===== src/rtl/clk_div_multi_pkg.sv =====
// Shared constants and elaboration-time helpers for the multi-channel clock divider.
package clk_div_multi_pkg;

  localparam int unsigned CLK_FREQ_DEFAULT = 12_000_000;

  // Half-period in system clock cycles for a requested output frequency.
  function automatic int unsigned half_period(input int unsigned clk_freq,
                                              input int unsigned freq);
    return clk_freq / freq / 2;
  endfunction

  // Channel index width; one spare bit so out-of-range indices are representable.
  function automatic int unsigned chan_idx_w(input int unsigned channels);
    return $clog2(channels) + 1;
  endfunction

endpackage


===== src/rtl/clk_div_chan.sv =====
// One divider channel: counter, active/shadow half-period pair, 50% duty toggle
// and a one-cycle tick on each rising output edge.
module clk_div_chan #(
  parameter int unsigned        WIDTH        = 32,
  parameter logic [WIDTH-1:0]   DEFAULT_HALF = WIDTH'(1)
) (
  input  logic             clk,
  input  logic             rst,
  input  logic             enable,
  input  logic             sync,
  input  logic             load,
  input  logic [WIDTH-1:0] loadData,
  output logic             dividedClk,
  output logic             dividedPulse
);

  localparam logic [WIDTH-1:0] ONE = WIDTH'(1);

  logic [WIDTH-1:0] count;
  logic [WIDTH-1:0] active;
  logic [WIDTH-1:0] shadow;
  logic             terminal;

  // >= rather than == so a count left above a shorter half-period cannot run away.
  assign terminal = (count >= (active - ONE));

  always_ff @(posedge clk or negedge rst) begin
    if (!rst) begin
      shadow <= DEFAULT_HALF;
    end else if (load) begin
      shadow <= (loadData == '0) ? ONE : loadData;
    end
  end

  always_ff @(posedge clk or negedge rst) begin
    if (!rst) begin
      count        <= '0;
      active       <= DEFAULT_HALF;
      dividedClk   <= 1'b0;
      dividedPulse <= 1'b0;
    end else if (sync) begin
      count        <= '0;
      active       <= shadow;
      dividedClk   <= 1'b0;
      dividedPulse <= 1'b0;
    end else if (enable) begin
      if (terminal) begin
        count        <= '0;
        active       <= shadow;
        dividedClk   <= ~dividedClk;
        dividedPulse <= ~dividedClk;
      end else begin
        count        <= count + ONE;
        dividedPulse <= 1'b0;
      end
    end else begin
      // Idle channels track the shadow so a retune takes effect on re-enable.
      active       <= shadow;
      dividedPulse <= 1'b0;
    end
  end

endmodule


===== src/rtl/clk_div_multi.sv =====
// N-channel programmable clock divider / tick generator with runtime
// half-period writes and a global phase-realign input.
module clk_div_multi
  import clk_div_multi_pkg::*;
#(
  parameter int unsigned  CHANNELS     = 4,
  parameter int unsigned  WIDTH        = 32,
  parameter int unsigned  CLK_FREQ     = CLK_FREQ_DEFAULT,
  parameter int unsigned  DEFAULT_FREQ = 1,
  localparam int unsigned CHAN_W       = chan_idx_w(CHANNELS)
) (
  input  logic                clk,
  input  logic                rst,
  input  logic [CHANNELS-1:0] enable,
  input  logic                sync,
  input  logic                wrEn,
  input  logic [CHAN_W-1:0]   wrChan,
  input  logic [WIDTH-1:0]    wrData,
  output logic [CHANNELS-1:0] dividedClk,
  output logic [CHANNELS-1:0] dividedPulse
);

  localparam logic [WIDTH-1:0] DEFAULT_HALF = WIDTH'(half_period(CLK_FREQ, DEFAULT_FREQ));

  for (genvar i = 0; i < CHANNELS; i++) begin : g_chan
    logic load;

    // Indices at or above CHANNELS match no channel and are dropped.
    assign load = wrEn && (wrChan == CHAN_W'(i));

    clk_div_chan #(
      .WIDTH        (WIDTH),
      .DEFAULT_HALF (DEFAULT_HALF)
    ) u_chan (
      .clk          (clk),
      .rst          (rst),
      .enable       (enable[i]),
      .sync         (sync),
      .load         (load),
      .loadData     (wrData),
      .dividedClk   (dividedClk[i]),
      .dividedPulse (dividedPulse[i])
    );
  end

endmodule


===== config.mk =====
export PLATFORM = sky130hd
export DESIGN_NAME = clk_div_multi
export DESIGN_NICKNAME = d
export VERILOG_FILES = /design/src/rtl/clk_div_multi_pkg.sv /design/src/rtl/clk_div_chan.sv /design/src/rtl/clk_div_multi.sv
export SDC_FILE = /design/constraint.sdc
export NUM_CORES = 1
export LEC_CHECK = 0
export BUFFER_PORTS_ARGS = -buffer_cell sky130_fd_sc_hd__buf_2
export CELL_PAD_IN_SITES_DETAIL_PLACEMENT = 1
export CELL_PAD_IN_SITES_GLOBAL_PLACEMENT = 2
export CORE_ASPECT_RATIO = 0.9
export CORE_UTILIZATION = 42
export CTS_CLUSTER_DIAMETER = 40
export CTS_CLUSTER_SIZE = 25
export DETAILED_ROUTE_END_ITERATION = 12
export GPL_TIMING_DRIVEN = 1
export PLACE_DENSITY = 0.92
export SYNTH_ARGS = -nofsm -noshare
export SYNTH_HDL_FRONTEND = slang
export SYNTH_SLANG_ARGS = --single-unit

===== constraint.sdc =====
create_clock -name clk -period 6.1 [get_ports clk]
set_clock_uncertainty 0.2 [all_clocks]
set_input_delay 0.61 -clock clk [delete_from_list [all_inputs] [get_ports clk]]
set_output_delay 0.61 -clock clk [all_outputs]
set_load 0.01 [all_outputs]

==> summary.log <==
[grt] overall fraction of global-route tracks in use 0.240
[layout] area grow syn2layout 14.1%
[timing] headroom to the max-slew limit 0.306
[min_path] class of the tightest hold or removal check input port to register
[min_path] end point of the most critical hold path g_chan[1].u_chan.count[1]
[layout] final non-filler cell total 2971
[clock_network] buffer levels on the longest clock path 3
[route] Routed Antenna Nets 0
[run_status] run status finished clean
[logic_synthesis] primary flip-flop cell chosen by synthesis mapping dfrtp_1
[timing] worst-case setup margin in the final layout 767 ps
[grt] remaining global-route overflow 0
[clock_network] Clock transition at path regs 60 ps
[logic_synthesis] number of warnings issued by yosys 0
[timing] highest clock rate 187 MHz
[pwr] Peak supply drop 276 uV
[pwr] pwr dens 331 nW/um^2
[placement] number of buffer cells added on primary ports 50
[pwr] overall power of the completed layout 0.00845 W
[layout] area of combinational cells with multiple inputs 12000 sq um
[critical_path] Worst setup SP type register
[min_path] hold path depth 2
[route] Vias/cell 5.89
[logic_synthesis] most numerous cell types in the synthesized netlist dfrtp_1 (312), nand2_1 (238), mux2_2 (223)
[floorplanning] area of the core 52200 sq um
[logic_synthesis] Post-synth EDFFs 0
[clock_network] number of sinks handled by clock tree synthesis 392
[timing] Final Hold Violating Endpoints 0
[clock_network] clock tree root driver cell clkbuf_16
[critical_path] nature of the critical path endpoint register
[clock_network] CTS H-tree depth 2
[logic_synthesis] Synth Register Bits 392
[logic_synthesis] Async SR Flop Fraction 1.00
[logic_synthesis] top cell type by total area after synthesis dfrtp_1
[floorplanning] number of cell rows 79
[timing] final count of negative-setup-slack endpoints 0
[layout] fill cell total of the finished layout 5722
[placement] DP HPWL 44000 microns
[critical_path] launching instance or port of the critical path g_chan[1].u_chan.active[5]
[grt] global-route wire length before repair 104000 microns
[critical_path] largest fanout on the critical path 25
[critical_path] RR Endpoint g_chan[1].u_chan.active[4]
[floorplanning] Boundary Pins 51
[clock_network] Inserted Clock Buffers 60
[critical_path] critical register-to-register path startpoint g_chan[1].u_chan.active[5]
[route] via count 17496
[logic_synthesis] area of the mapped netlist 22400 sq um
[pwr] static leakage power 10.9 nW
[critical_path] worst-case reg-to-reg path depth 14
[critical_path] start-to-end type of the worst setup path register to register
[route] Initial DRC Count 919
[logic_synthesis] mean instance size in the synthesized netlist 10.3 sq um
[critical_path] Crit path arrival time 5630 ps
[logic_synthesis] net count after synthesis 2353
[logic_synthesis] top post-synthesis cells by area dfrtp_1 (35%), mux2_2 (11%), dfstp_2 (9.4%), ha_1 (7.6%), nand2_1 (4.0%)
[placement] Placed Cells incl. Taps 2852
[critical_path] required time of the critical path 6400 ps
[timing] setup repair after global routing missed its margin no
[logic_synthesis] top-count cell post-synth dfrtp_1
[placement] area after detailed placement 23400 sq um
[timing] setup_tns 0 ps
[route] number of search-and-repair iterations in the first detailed-routing pass 4
[placement] routability congestion estimate 0.821
[logic_synthesis] fraction of post-synthesis cell area in the top cell type by area 0.349
[min_path] launch instance of the worst min-delay path enable[1]
[floorplanning] die boundary height 221 microns
[layout] flip-flop and latch area 9910 sq um
[timing] Least-Margin Pin Slew 1040 ps
[clock_network] Post-CTS Setup Inserts 0
[layout] design area 25500 sq um
[layout] ratio of cells with drive above 1 in the final layout 0.233
[flow_run] Max Cap Violations 0
[route] Detailed Route WL 64000 microns
[clock_network] later-pin clock latency in the skew report 630 ps
[timing] post-layout minimum cycle time 5330 ps
[layout] Nets 2406
[logic_synthesis] number of unique standard cell types used by synthesis 76
[route] average routed wire per standard cell 21.5 microns
[floorplanning] starting density of the core 0.429
[grt] number of global-route vias before repair 19436
[timing] max-slew violation total from the final report 0
[clock_network] CTS tree built
[logic_synthesis] count of mapped cells out of synthesis 2174
[floorplanning] Die Outline Area 54200 sq um
[timing] Tcrit/Tclk final 0.874
[route] number of remaining DRC errors 0
[logic_synthesis] post-synthesis sequential area ratio 0.443
[grt] antenna violations before repair 6
[floorplanning] horizontal extent of the die 245 microns
[placement] minimum setup slack after placement 862 ps
[grt] largest net degree at the start of global routing 158
[critical_path] flop2flop setup slack 770 ps
[clock_network] post-cts sizing count 0
[cell usage in the layout (no fill, tap or decap), types with 7 or more instances in the layout]
| cell type | count |
|---|---|
| nor2b_1 | 11 |
| and3_1 | 39 |
| nor2_1 | 129 |
| or3_1 | 40 |
| buf_2 | 49 |
| a21o_1 | 23 |
| nor3_1 | 51 |
| nand2_1 | 238 |
| a22o_1 | 13 |
| mux2_2 | 223 |
| nand3b_1 | 21 |
| nand4_1 | 38 |
| xor2_1 | 44 |
| mux2i_1 | 22 |
| nand3_1 | 94 |
| nand2b_1 | 23 |
| o21a_1 | 8 |
| dfrtp_1 | 312 |
| clkinv_4 | 10 |
| nor3b_1 | 14 |
| dfstp_2 | 80 |
| inv_1 | 45 |
| o31ai_1 | 30 |
| o21ai_0 | 69 |
| a31oi_1 | 7 |
| or2_2 | 7 |
| and2_1 | 10 |
| xnor2_1 | 76 |
| nor4_1 | 42 |
| or4_1 | 8 |
| ha_1 | 136 |
| and4_1 | 19 |
| clkbuf_16 | 61 |
| a21oi_1 | 122 |
| buf_4 | 21 |
| inv_6 | 17 |
[flip-flops by register name, indices dropped and copies added (netlist names)]
register                    flops
g_chan.u_chan.dividedPulse      4
g_chan.u_chan.dividedClk        4
g_chan.u_chan.count           128
g_chan.u_chan.shadow          128
g_chan.u_chan.active          128
[final cells by class]
class,instances,share of cell area
Antenna cell,4,0.000392
Clock buffer,64,0.0606
Clock inverter,50,0.0224
Inverter,45,0.00661
Multi-Input combinational cell,1653,0.469
Sequential cell,392,0.388
Tap cell,688,0.0337
Timing Repair Buffer,75,0.0191
[critical path, cell delays in order (launching register included)]
cell      delay (ps)
dfrtp_1          440
or4_1            620
nor4_2           280
nand3_1          240
or4_4            620
nor3_2           150
xnor2_1           90
ha_1             290
nand4_1          150
nor3_1           450
nand2_1          110
o211ai_1         220
a2111o_2         550
buf_4            380
mux2_2           400
[power breakdown]
part / switching (W) / total, W / internal, W / leakage [nW]
logic: 0.000694 / 0.00134 / 0.000649 / 5.02
registers: 0.000424 / 0.00352 / 0.00309 / 4.85
clock network: 0.00150 / 0.00359 / 0.00209 / 1.02
[cells by family after synthesis]
kind of cell	synth area share
and+or+nand+nor	0.199
muxes	0.122
DFF	0.443
buffers and inverters	0.0244
xor gates and xnor gates	0.0470
adders and majority gates	0.0760
AOI/OAI and AO/OA	0.0892
[metrics by stage]
stage	util	hold WS, ps
2_1_floorplan	-	114
3_3_place_gp	0.448	250
3_5_place_dp	0.448	255
4_1_cts	0.489	110
5_1_grt	0.489	155
6_report	0.489	143
[timing repair]
action | in CTS | in global routing
hold buffers | 1 | 0
endpoints found under the setup margin | 0 | 0
hold endpoints to repair | 85 | 0
[worst max path at each step]
| stage | cells past startpoint | to | slack (ps) |
|---|---|---|---|
| floorplan | 16 | g_chan[1].u_chan.count[24] | 1830 |
| detailed placement | 15 | g_chan[0].u_chan.count[11] | 860 |
| global route | 16 | g_chan[3].u_chan.active[6] | 370 |
| global placement | 15 | g_chan[3].u_chan.active[1] | 1090 |
| CTS | 14 | g_chan[1].u_chan.active[4] | 790 |
| finish | 14 | g_chan[1].u_chan.active[4] | 770 |
[per-layer routing]
layer / global-route usage / part of all wire / vias to the layer above
met5: 0 / 0.00027 / -
met4: 0.0724 / 0.024 / 2
met3: 0.0528 / 0.057 / 126
met2: 0.408 / 0.49 / 330
met1: 0.302 / 0.43 / 9014
li1: - / - / 8024
Power figures use the tool's default switching activity.
